File: src/rtl/sram_arbiter_pkg.sv
// Shared grant identifiers and sequencer state encoding for the SRAM arbiter.
package sram_arbiter_pkg;

  localparam logic [1:0] GNT_NONE = 2'd0;
  localparam logic [1:0] GNT_JTAG = 2'd1;
  localparam logic [1:0] GNT_DMEM = 2'd2;
  localparam logic [1:0] GNT_IMEM = 2'd3;

  typedef enum logic [1:0] {
    ST_IDLE   = 2'd0,
    ST_SETUP  = 2'd1,
    ST_STROBE = 2'd2,
    ST_DONE   = 2'd3
  } state_e;

endpackage

File: src/rtl/sram_arb_pick.sv
// Combinational winner select: JTAG > dmem > imem, imem promoted over dmem once
// the starvation streak is full; hold_core leaves only JTAG eligible.
module sram_arb_pick
  import sram_arbiter_pkg::*;
(
  input  logic       jtag_req_i,
  input  logic       dmem_req_i,
  input  logic       imem_req_i,
  input  logic       hold_core_i,
  input  logic       streak_full_i,
  output logic [1:0] gnt_o
);

  always_comb begin
    gnt_o = GNT_NONE;
    if (jtag_req_i) begin
      gnt_o = GNT_JTAG;
    end else if (!hold_core_i) begin
      if (imem_req_i && streak_full_i) begin
        gnt_o = GNT_IMEM;
      end else if (dmem_req_i) begin
        gnt_o = GNT_DMEM;
      end else if (imem_req_i) begin
        gnt_o = GNT_IMEM;
      end
    end
  end

endmodule

File: src/rtl/sram_arbiter.sv
// Three-way SRAM pin owner: IDLE -> SETUP -> STROBE x ACCESS_CYCLES -> DONE, ack in DONE.
// Request-to-ack latency ACCESS_CYCLES+2; back-to-back grants every ACCESS_CYCLES+3 cycles.
module sram_arbiter
  import sram_arbiter_pkg::*;
#(
  parameter int ADDR_W        = 16,
  parameter int DATA_W        = 16,
  parameter int ACCESS_CYCLES = 2,
  parameter int MAX_STREAK    = 4
) (
  input  logic              clk,
  input  logic              rst,
  input  logic              hold_core,
  input  logic              jtag_req,
  input  logic              jtag_wr,
  input  logic [ADDR_W-1:0] jtag_addr,
  input  logic [DATA_W-1:0] jtag_wdata,
  output logic              jtag_ack,
  input  logic              dmem_req,
  input  logic              dmem_wr,
  input  logic [ADDR_W-1:0] dmem_addr,
  input  logic [DATA_W-1:0] dmem_wdata,
  output logic              dmem_ack,
  input  logic              imem_req,
  input  logic [ADDR_W-1:0] imem_addr,
  output logic              imem_ack,
  output logic [DATA_W-1:0] rd_data,
  output logic              busy,
  output logic [1:0]        grant_id,
  output logic [ADDR_W-1:0] sram_addr,
  output logic [DATA_W-1:0] sram_wdata,
  output logic              sram_oe,
  input  logic [DATA_W-1:0] sram_rdata,
  output logic              sram_en,
  output logic              sram_wr
);

  localparam int CNT_W = (ACCESS_CYCLES > 1) ? $clog2(ACCESS_CYCLES) : 1;
  localparam int SK_W  = (MAX_STREAK > 0) ? $clog2(MAX_STREAK + 1) : 1;
  localparam logic [CNT_W-1:0] CNT_INIT = CNT_W'(ACCESS_CYCLES - 1);
  localparam logic [SK_W-1:0]  SK_MAX   = SK_W'(MAX_STREAK);

  state_e            state_q;
  logic [CNT_W-1:0]  cnt_q;
  logic [SK_W-1:0]   streak_q, streak_d;
  logic              wr_q;
  logic [1:0]        gnt_q;
  logic [ADDR_W-1:0] addr_q;
  logic [DATA_W-1:0] wdata_q;
  logic [DATA_W-1:0] rd_q;
  logic              en_q, oe_q, swr_q, busy_q;
  logic              jack_q, dack_q, iack_q;

  logic              streak_full;
  logic [1:0]        win;
  logic [ADDR_W-1:0] addr_d;
  logic [DATA_W-1:0] wdata_d;
  logic              wr_d;

  assign streak_full = (streak_q >= SK_MAX);

  sram_arb_pick u_pick (
    .jtag_req_i    (jtag_req),
    .dmem_req_i    (dmem_req),
    .imem_req_i    (imem_req),
    .hold_core_i   (hold_core),
    .streak_full_i (streak_full),
    .gnt_o         (win)
  );

  // Fetches are read-only, so the write-data pins simply keep their previous value.
  always_comb begin
    addr_d  = jtag_addr;
    wdata_d = jtag_wdata;
    wr_d    = jtag_wr;
    case (win)
      GNT_DMEM: begin
        addr_d  = dmem_addr;
        wdata_d = dmem_wdata;
        wr_d    = dmem_wr;
      end
      GNT_IMEM: begin
        addr_d  = imem_addr;
        wdata_d = wdata_q;
        wr_d    = 1'b0;
      end
      default: ;
    endcase
  end

  // Streak counts only grants that bypassed an eligible, waiting fetch.
  always_comb begin
    streak_d = streak_q;
    if (!imem_req || win == GNT_IMEM) begin
      streak_d = '0;
    end else if ((win == GNT_JTAG || win == GNT_DMEM) && !hold_core && !streak_full) begin
      streak_d = streak_q + SK_W'(1);
    end
  end

  always_ff @(posedge clk or posedge rst) begin
    if (rst) begin
      state_q  <= ST_IDLE;
      cnt_q    <= '0;
      streak_q <= '0;
      wr_q     <= 1'b0;
      gnt_q    <= GNT_NONE;
      addr_q   <= '0;
      wdata_q  <= '0;
      rd_q     <= '0;
      en_q     <= 1'b0;
      oe_q     <= 1'b0;
      swr_q    <= 1'b0;
      busy_q   <= 1'b0;
      jack_q   <= 1'b0;
      dack_q   <= 1'b0;
      iack_q   <= 1'b0;
    end else begin
      case (state_q)
        ST_IDLE: begin
          streak_q <= streak_d;
          if (win != GNT_NONE) begin
            state_q <= ST_SETUP;
            gnt_q   <= win;
            wr_q    <= wr_d;
            addr_q  <= addr_d;
            wdata_q <= wdata_d;
            cnt_q   <= CNT_INIT;
            en_q    <= 1'b1;
            oe_q    <= wr_d;
            busy_q  <= 1'b1;
          end
        end
        ST_SETUP: begin
          state_q <= ST_STROBE;
          swr_q   <= wr_q;
        end
        ST_STROBE: begin
          if (cnt_q == '0) begin
            state_q <= ST_DONE;
            swr_q   <= 1'b0;
            if (!wr_q) begin
              rd_q <= sram_rdata;
            end
            jack_q <= (gnt_q == GNT_JTAG);
            dack_q <= (gnt_q == GNT_DMEM);
            iack_q <= (gnt_q == GNT_IMEM);
          end else begin
            cnt_q <= cnt_q - CNT_W'(1);
          end
        end
        ST_DONE: begin
          state_q <= ST_IDLE;
          en_q    <= 1'b0;
          oe_q    <= 1'b0;
          busy_q  <= 1'b0;
          gnt_q   <= GNT_NONE;
          jack_q  <= 1'b0;
          dack_q  <= 1'b0;
          iack_q  <= 1'b0;
        end
        default: state_q <= ST_IDLE;
      endcase
    end
  end

  assign jtag_ack   = jack_q;
  assign dmem_ack   = dack_q;
  assign imem_ack   = iack_q;
  assign rd_data    = rd_q;
  assign busy       = busy_q;
  assign grant_id   = gnt_q;
  assign sram_addr  = addr_q;
  assign sram_wdata = wdata_q;
  assign sram_oe    = oe_q;
  assign sram_en    = en_q;
  assign sram_wr    = swr_q;

endmodule

File: config.mk
export PLATFORM = sky130hd
export DESIGN_NAME = sram_arbiter
export DESIGN_NICKNAME = d
export VERILOG_FILES = /design/src/rtl/sram_arbiter_pkg.sv /design/src/rtl/sram_arb_pick.sv /design/src/rtl/sram_arbiter.sv
export SDC_FILE = /design/constraint.sdc
export NUM_CORES = 1
export LEC_CHECK = 0
export ABC_AREA = 1
export CAP_MARGIN = 20
export CORE_UTILIZATION = 25
export CTS_CLUSTER_SIZE = 10
export DETAILED_ROUTE_END_ITERATION = 7
export GPL_TIMING_DRIVEN = 0
export PLACE_DENSITY_LB_ADDON = 0.3
export SYNTH_ARGS = -nofsm -noshare
export SYNTH_HDL_FRONTEND = slang
export SYNTH_SLANG_ARGS = --single-unit
File: constraint.sdc
create_clock -name clk -period 2.6 [get_ports clk]
set_input_delay 0.39 -clock clk [delete_from_list [all_inputs] [get_ports clk]]
set_output_delay 0.39 -clock clk [all_outputs]
set_load 0.01 [all_outputs]
* Word level (Yosys, flattened, before mapping)
Cells that the tools add are included.
** Storage, ports and cells
- Register bits :: 63
- Bits of input ports :: 104
- Output and inout port bits :: 57
- Word-level logic and storage cells :: 84
** Operators by class
- Add/subtract/negate cells :: 2
- Order comparisons :: 1
- Eq/ne operators :: 11
- Muxes and demuxes :: 29
- Bitwise operators :: 3
- Reduce and logical (&&, ||, !) cells :: 24
** Operator list (number)
- $pmux W16 S2 :: 2
- $mux W2 :: 8
- $pmux W1 S2 :: 8
- $reduce_and A2 Y1 :: 7
- $eq A2 B2 Y1 const B :: 6
- $reduce_bool A2 Y1 :: 6
- $pmux W2 S4 :: 1
- $mux W1 :: 7
- $eq A2 B1 Y1 const B :: 3
- $mux W3 :: 2
- $reduce_and A3 Y1 :: 2
- $ne A2 B2 Y1 const B :: 2
- $pmux W2 S2 :: 1
- $add A3 B1 Y3 const B :: 1
- $ge A3 B3 Y1 const B :: 1
- $logic_and A1 B1 Y1 :: 3
- $logic_not A1 Y1 :: 3
- $not A1 Y1 :: 3
- $logic_not A2 Y1 :: 1
- $logic_or A1 B1 Y1 :: 2
- $sub A1 B1 Y1 const B :: 1

* Logic depth before layout (Yosys ltp)
Gate-level depths: netlist of run 1.
- Word-level depth :: 11
- Depth in mapped cells :: 14
- Gate-level depth less buffers :: 12

* Cells and area by module
A second synthesis of run 1 with hierarchy kept.
** Second synthesis, totals
- Cell total of the unflattened synthesis :: 409
- Area, all modules :: 3209.3 sq um
** Modules (own cells, without submodules)
- sram_arbiter :: instances 1, cells an instance 400, area an instance 3171.8 sq um, sequential area each 1576.5 sq um
- sram_arb_pick :: instances 1, cells an instance 9, area an instance 37.5 sq um, sequential area each 0.0 sq um

* Worst setup path after synthesis of run 1
OpenSTA, ideal clock, no wires.
- Kind :: input to register
- Start :: input hold_core
- End :: register wdata_q[0] (netlist: sram_wdata[0])
- Setup time :: 0.122 ns
- Arrival time :: 1.792 ns
- Data required time :: 2.478 ns
- Slack :: 0.686 ns
- Stages :: 7
- Buffers on the path :: 3
- Cells stage by stage :: nor3_4 > buf_8 > ha_1 > buf_4 > buf_2 > mux2i_1 > o21ai_2
** Between the ends
- Word-level cells in the longest chain between the ends :: 5
- Elaborated cells on any way between the ends :: 8
- Those cells by class :: eq/ne: 2; mux: 3; bitwise: 1; reduce/logical: 2
** Ends and longest elaborated chain
- start: declaration :: RTL line sram_arbiter.sv:13 : input logic hold_core,
- $mux W2 (*) :: RTL line sram_arb_pick.sv:18 : end else if (!hold_core_i) begin
- $mux W2 (*) :: RTL line sram_arb_pick.sv:16 : if (jtag_req_i) begin
- $eq A2 B2 Y1 :: RTL line sram_arbiter.sv:76 : case (win)
- $not A1 Y1 (no source line)
- $reduce_and A3 Y1 (no source line)
- end signal: assignment :: RTL line sram_arbiter.sv:127 : wdata_q <= wdata_d;
- end: declaration :: RTL line sram_arbiter.sv:49 : logic [DATA_W-1:0] wdata_q;
Every way passes the cells marked *; elsewhere a longest branch is shown, timed or not.
A chain may end at the register's enable or synchronous reset.

* Worst setup path after layout of run 1
- Start :: input imem_req
- End :: register wdata_q[3] (netlist: sram_wdata[3])
** Between the ends
- Word-level cells in the longest chain between the ends :: 8
- Elaborated cells on any way between the ends :: 12
- Those cells by class :: eq/ne: 2; mux: 6; bitwise: 1; reduce/logical: 3
** Ends and longest elaborated chain
- start: declaration :: RTL line sram_arbiter.sv:24 : input logic imem_req,
- $mux W2 :: RTL line sram_arb_pick.sv:23 : end else if (imem_req_i) begin
- $mux W2 :: RTL line sram_arb_pick.sv:21 : end else if (dmem_req_i) begin
- $mux W2 (*) :: RTL line sram_arb_pick.sv:19 : if (imem_req_i && streak_full_i) begin
- $mux W2 (*) :: RTL line sram_arb_pick.sv:18
- $mux W2 (*) :: RTL line sram_arb_pick.sv:16
- $eq A2 B2 Y1 :: RTL line sram_arbiter.sv:76
- $not A1 Y1 (no source line)
- $reduce_and A3 Y1 (no source line)
Marks and branches as above.

==> results.cfg, run 1 <==
[clocking]
root_buffer = clkbuf_16
clk_pin_slew_worst_paths_ns = 0.05
cts_hold_buf = 0
cts_max_path_buffers = 2
insertion_delay_ns = 0.32
cts_tree = done
post_cts_resized = 0
htree_levels = 3
postCtsSetupRepairBufs = 0
cts_buffers = 9
numClockSinks = 63

[yosys]
synth_top_area_share = 0.456
synth_simple_gate_area_frac = 0.227
syn_nets = 479
synthMuxAreaShare = 0.0984
synth_cells = 367
yosysMostFrequentCell = nand2_1
yosys_warnings = 0
ys_top_cells_by_count = nand2_1 (98), dfrtp_1 (63), inv_1 (36), nand3_1 (22), o21ai_2 (17)
synth_compound_area_frac = 0.0988
ys_async_sr_fraction = 1.00
synth_xor_area_frac = 0
syn_avg_cell_area_um2 = 9.42
synth-edff-count = 0
synthAdderAreaFrac = 0.0289
synth_top_family_by_area = simple AND/OR/NAND/NOR gates
synth_area_leaders = dfrtp_1 (46%), nand2_1 (11%), mux2_2 (5.2%)
synthFlopType = dfrtp_1
yosysTopAreaCell = dfrtp_1
syn_area_um2 = 3460
synth-seq-cells = 63
synth.distinct_cells = 29
yosysSeqAreaShare = 0.456

[routing]
ant_nets = 0
dr.first_iter.drc_count = 193
routed_wl_mm = 9.65
drc = 0
vias_per_cell = 4.34
wl_per_cell_um = 13.4
num_vias = 3124
drtPass1Iterations = 4

[sta]
tightest_slew_ns = 0.616
final.setup.tns_ns = 0
hold_violations = 0
fin_ws_ns = 0.218
fin_crit_ns = 2.38
finalCritPeriodShare = 0.916
finalSetupViolCount = 0
maxSlewViolCount = 0
rsz0062_at_grt = no
relSlewSlack = 0.589
max_clock_freq_mhz = 420
finalClockSkew_ns = 0.00419

[critical_path]
cp_slowest_stage_delay_ns = 0.57
worst_r2r_startpoint = streak_q[2]
path_class = in2reg
reg2reg_to = sram_wdata[3]
critPathCaptureType = flop
reg2reg_depth = 10
critPathLaunchType = input pin
cp.required_ns = 2.81
slowest_stage = clkdlybuf4s50_1
cp_max_fo = 11
worstPathCellList = clkdlybuf4s50_1 -> nor2_2 -> nor3_4 -> buf_8 -> ha_1 -> buf_4 -> buf_2 -> mux2i_1 -> o21ai_2
critPathArrivalTime_ns = 2.59
regToRegSetupSlack_ns = 0.58

[grt]
grt.total_usage = 0.141
grt_pass1_vias = 3179
grt_overflow = 0
grt_pass1_wl_mm = 15.8
grt_max_degree = 38
antenna_found_initial = 0

[finish]
areaGrowthSynthToFinish_pct = 61.4
nets = 652
diodes = 0
drive_gt1_frac = 0.171

[placement]
dpl_worst_slack_ns = -0.239
portBuffers = 160
place_congestion = 0.739
hpwl_mm = 7.37

[pwr]
total_power_mw = 5.41
p_int_mw = 3.55
pwr-share-comb = 0.481
ir_drop_uv = 428
p_sw_mw = 1.86
seq_power_share = 0.316
clockPowerShare = 0.203
leakage_nw = 2.51
swShare = 0.343
power.density_nw_per_um2 = 970

[floorplanning]
fp-row-count = 42
die_h_um = 120
start_util = 0.259
core_um2 = 13300
die_area_um2 = 14300
io_pins = 161
die_w_um = 120

[worst_hold_path]
hp-class = in2async

[job]
max_cap_violations = 0

[outcome]
status = finished clean
==> worst max-delay path: cells and delay by family <==
kind	cells	cell delay [ns]
buffers and inverters	4	1.31
AND/OR/NAND/NOR	2	0.34
multiplexers	1	0.30
adder cells (fa/ha/maj)	1	0.15
AO/OA/AOI/OAI	1	0.08
==> through the flow <==
step | utilization | cell area [um2] | hold slack, ns | cells
after floorplan | - | 3460 | 0.486 | 367
after global placement | 0.396 | 5280 | 0.464 | 703
after detailed placement | 0.397 | 5300 | 0.465 | 704
after CTS | 0.418 | 5570 | 0.480 | 718
after global routing | 0.418 | 5580 | 0.496 | 719
final | 0.418 | 5580 | 0.468 | 719
==> cell families after synthesis <==
logic type | Yosys count
AND/OR/NAND/NOR | 163
flip-flops | 63
buffers and inverters | 55
AO/OA/AOI/OAI | 46
multiplexers | 32
adder cells (fa/ha/maj) | 8
==> worst max path at each step <==
stage	start	to	cells past startpoint
global placement	rst	sram_addr[15]	2
CTS	imem_req	sram_wdata[3]	9
floorplan	rst	busy	1
global route	imem_req	sram_wdata[3]	9
detailed placement	imem_req	sram_wdata[3]	9
finish	imem_req	sram_wdata[3]	9
==> layout make-up <==
cell class / instances / area (um2)
repair buffers: 162 / 1630
well taps: 176 / 220
clock inverters: 3 / 20.0
clock buffers: 11 / 253
multi-input cells: 249 / 1570
flip-flops and latches: 63 / 1580
plain buffers: 18 / 173
fillers: 1346 / 7770
inverters: 37 / 141
==> per-layer routing <==
layer  up-vias  wire length [um]  global-route usage
met2       104              4730               0.237
met3         9               815              0.0547
met5         -                 0                   0
met1      1468              4010               0.168
met4         0                89              0.0359
li1       1543                 -                   -
==> power groups by stage <==
stage          registers [mW]  clock network, mW  logic [mW]
2_1_floorplan            1.89                  0        1.16
3_3_place_gp             1.72                  0        2.59
3_5_place_dp             1.73                  0        2.64
4_1_cts                  1.72               1.14        2.65
5_1_grt                  1.78               1.18        2.86
6_report                 1.71               1.10        2.60
==> state kept, by name (all words and copies together) (netlist names), 2 cells and up <==
signal,cells
sram_wdata,16
sram_addr,16
grant_id,2
state_q,2
rd_data,16
streak_q,3
==> cell usage in the layout (no fill, tap or decap), types with 2 or more instances in the layout <==
| cell type | netlist | routed |
|---|---|---|
| nand2_2 | 2 | 2 |
| o21ai_2 | 17 | 17 |
| inv_1 | 36 | 35 |
| clkbuf_8 | 1 | 3 |
| nand3_2 | 9 | 9 |
| clkinvlp_4 | 0 | 2 |
| o21a_1 | 2 | 2 |
| buf_4 | 3 | 4 |
| nand3_1 | 22 | 22 |
| nor2_1 | 16 | 16 |
| nor2_2 | 8 | 8 |
| buf_6 | 9 | 9 |
| clkdlybuf4s50_1 | 0 | 160 |
| a22oi_1 | 16 | 16 |
| mux2_2 | 16 | 16 |
| dfrtp_1 | 63 | 63 |
| clkbuf_16 | 0 | 9 |
| ha_1 | 8 | 8 |
| o21ai_0 | 6 | 6 |
| mux2i_1 | 16 | 16 |
| o21ai_1 | 4 | 4 |
| nand4_1 | 3 | 3 |
| buf_2 | 4 | 4 |
| nand2_1 | 98 | 98 |
Note: power is estimated with default switching activity, not from simulation.
==> run 2: changes to the inputs <==
Settings changed: TNS_END_PERCENT set to 20.
==> results of run 2 <==
Final layout, timing and power as in run 1 (identical DEF).
==> run 3: changes to the inputs <==
Settings changed: CTS_BUF_LIST set to sky130_fd_sc_hd__clkbuf_8.
==> results.cfg, run 3 (same netlist as run 1, synthesis figures left out) <==
[floorplanning]
fp-row-count = 42
io_pins = 161
die_h_um = 120
start_util = 0.259
core_um2 = 13300
die_w_um = 120
die_area_um2 = 14300

[routing]
drc = 0
routed_wl_mm = 9.66
drtPass1Iterations = 4
vias_per_cell = 4.32
num_vias = 3105
dr.first_iter.drc_count = 216
ant_nets = 0
wl_per_cell_um = 13.4

[finish]
num-fill-cells = 1358
final_common_cell = clkdlybuf4s50_1
areaGrowthSynthToFinish_pct = 58.4
final_cell_mix = clkdlybuf4s50_1 (160), nand2_1 (98), dfrtp_1 (63)
finalNonFillerCells = 719
drive_gt1_frac = 0.171
nets = 652
final_area_um2 = 5480
diodes = 0

[placement]
place_congestion = 0.739
placed_cells = 704
hpwl_mm = 7.37
dpl_worst_slack_ns = -0.239
portBuffers = 160
placed_area_um2 = 5300

[grt]
antenna_found_initial = 0
grt_max_degree = 38
use_met2 = 0.237
grt_overflow = 0
grt_pass1_vias = 3180
groute.layer.met1.usage = 0.169
use_met3 = 0.0547
grt_pass1_wl_mm = 15.8
grt-busiest-layer = met2
grt.total_usage = 0.142

[sta]
tightest_slew_ns = 0.629
finalCritPeriodShare = 0.905
hold_violations = 0
relSlewSlack = 0.580
maxSlewViolCount = 0
finalClockSkew_ns = 0.00638
fin_ws_ns = 0.246
fin_crit_ns = 2.35
max_clock_freq_mhz = 425
finalSetupViolCount = 0
rsz0062_at_grt = no

[critical_path]
worst_r2r_startpoint = streak_q[2]
crit_start = imem_req
path_class = in2reg
endpoint = sram_wdata[3]
cp_max_fo = 11
cp.required_ns = 2.84
critPathCaptureType = flop
regToRegSetupSlack_ns = 0.58
critPathArrivalTime_ns = 2.59
reg2reg_depth = 10
critPathLaunchType = input pin
reg2reg_to = sram_wdata[3]

[clocking]
clk_pin_slew_worst_paths_ns = 0.07
post_cts_resized = 0
numClockSinks = 63
htree_levels = 3
insertion_delay_ns = 0.34
cts_max_path_buffers = 2
root_buffer = clkbuf_8
cts_tree = done
cts_hold_buf = 0
postCtsSetupRepairBufs = 0
cts_buffers = 9

[pwr]
clockPowerShare = 0.151
p_sw_mw = 1.83
seq_power_share = 0.336
p_int_mw = 3.25
ir_drop_uv = 416
power.density_nw_per_um2 = 927
swShare = 0.359
leakage_nw = 2.47
pwr-share-comb = 0.513
total_power_mw = 5.08

[outcome]
status = finished clean

[job]
max_cap_violations = 0

[worst_hold_path]
hp-class = in2async
-- run 3: cell counts in the layout (fill, tap and decap cells not counted) --
No cell type changed its count.
-- run 3: how the worst min path moves through the flow --
| stage | start | endpoint | slack [ns] | cells past startpoint |
|---|---|---|---|---|
| floorplan | cnt_q | cnt_q | 0.49 | 2 |
| global placement | sram_addr[7] | sram_addr[7] | 0.46 | 2 |
| detailed placement | sram_addr[3] | sram_addr[3] | 0.47 | 2 |
| CTS | rst | sram_wdata[8] | 0.45 | 2 |
| global route | rst | state_q[1] | 0.50 | 2 |
| finish | rst | sram_wdata[8] | 0.45 | 2 |
-- run 3: cell type report --
type,count,area (um2),area share
Tap cell,176,220,0.0402
Buffer,18,173,0.0315
Timing Repair Buffer,162,1630,0.297
Clock inverter,3,20.0,0.00365
Clock buffer,11,151,0.0276
Sequential cell,63,1580,0.288
Inverter,37,141,0.0258
Multi-Input combinational cell,249,1570,0.286
-- run 3: worst max-delay path: stages --
cell and delay, ns:
clkdlybuf4s50_1 0.57, nor2_2 0.08, nor3_4 0.26, buf_8 0.20, ha_1 0.15, buf_4 0.20, buf_2 0.34, mux2i_1 0.30
o21ai_2 0.08
-- run 3: stage by stage --
stage                     hold slack (ns)  setup TNS (ns)   util
after global placement              0.464          -39.91  0.396
after detailed placement            0.465           -5.68  0.397
final                               0.448               0  0.410
after CTS                           0.449               0  0.410
after global routing                0.500               0  0.410
after floorplan                     0.486               0      -
-- run 3: power by group through the flow --
stage	registers (mW)	logic, mW	clock network [mW]
after detailed placement	1.73	2.64	0
final	1.71	2.61	0.766
after global placement	1.72	2.59	0
after CTS	1.72	2.65	0.805
after global routing	1.78	2.86	0.850
after floorplan	1.89	1.16	0
-- run 3: layer usage --
metal  wire length, um  part of all wire  up-vias
met5                 0                 0        -
met1              4100              0.42     1452
li1                  -                 -     1541
met2              4710              0.49      102
met4                97             0.010        0
met3               757             0.078       10
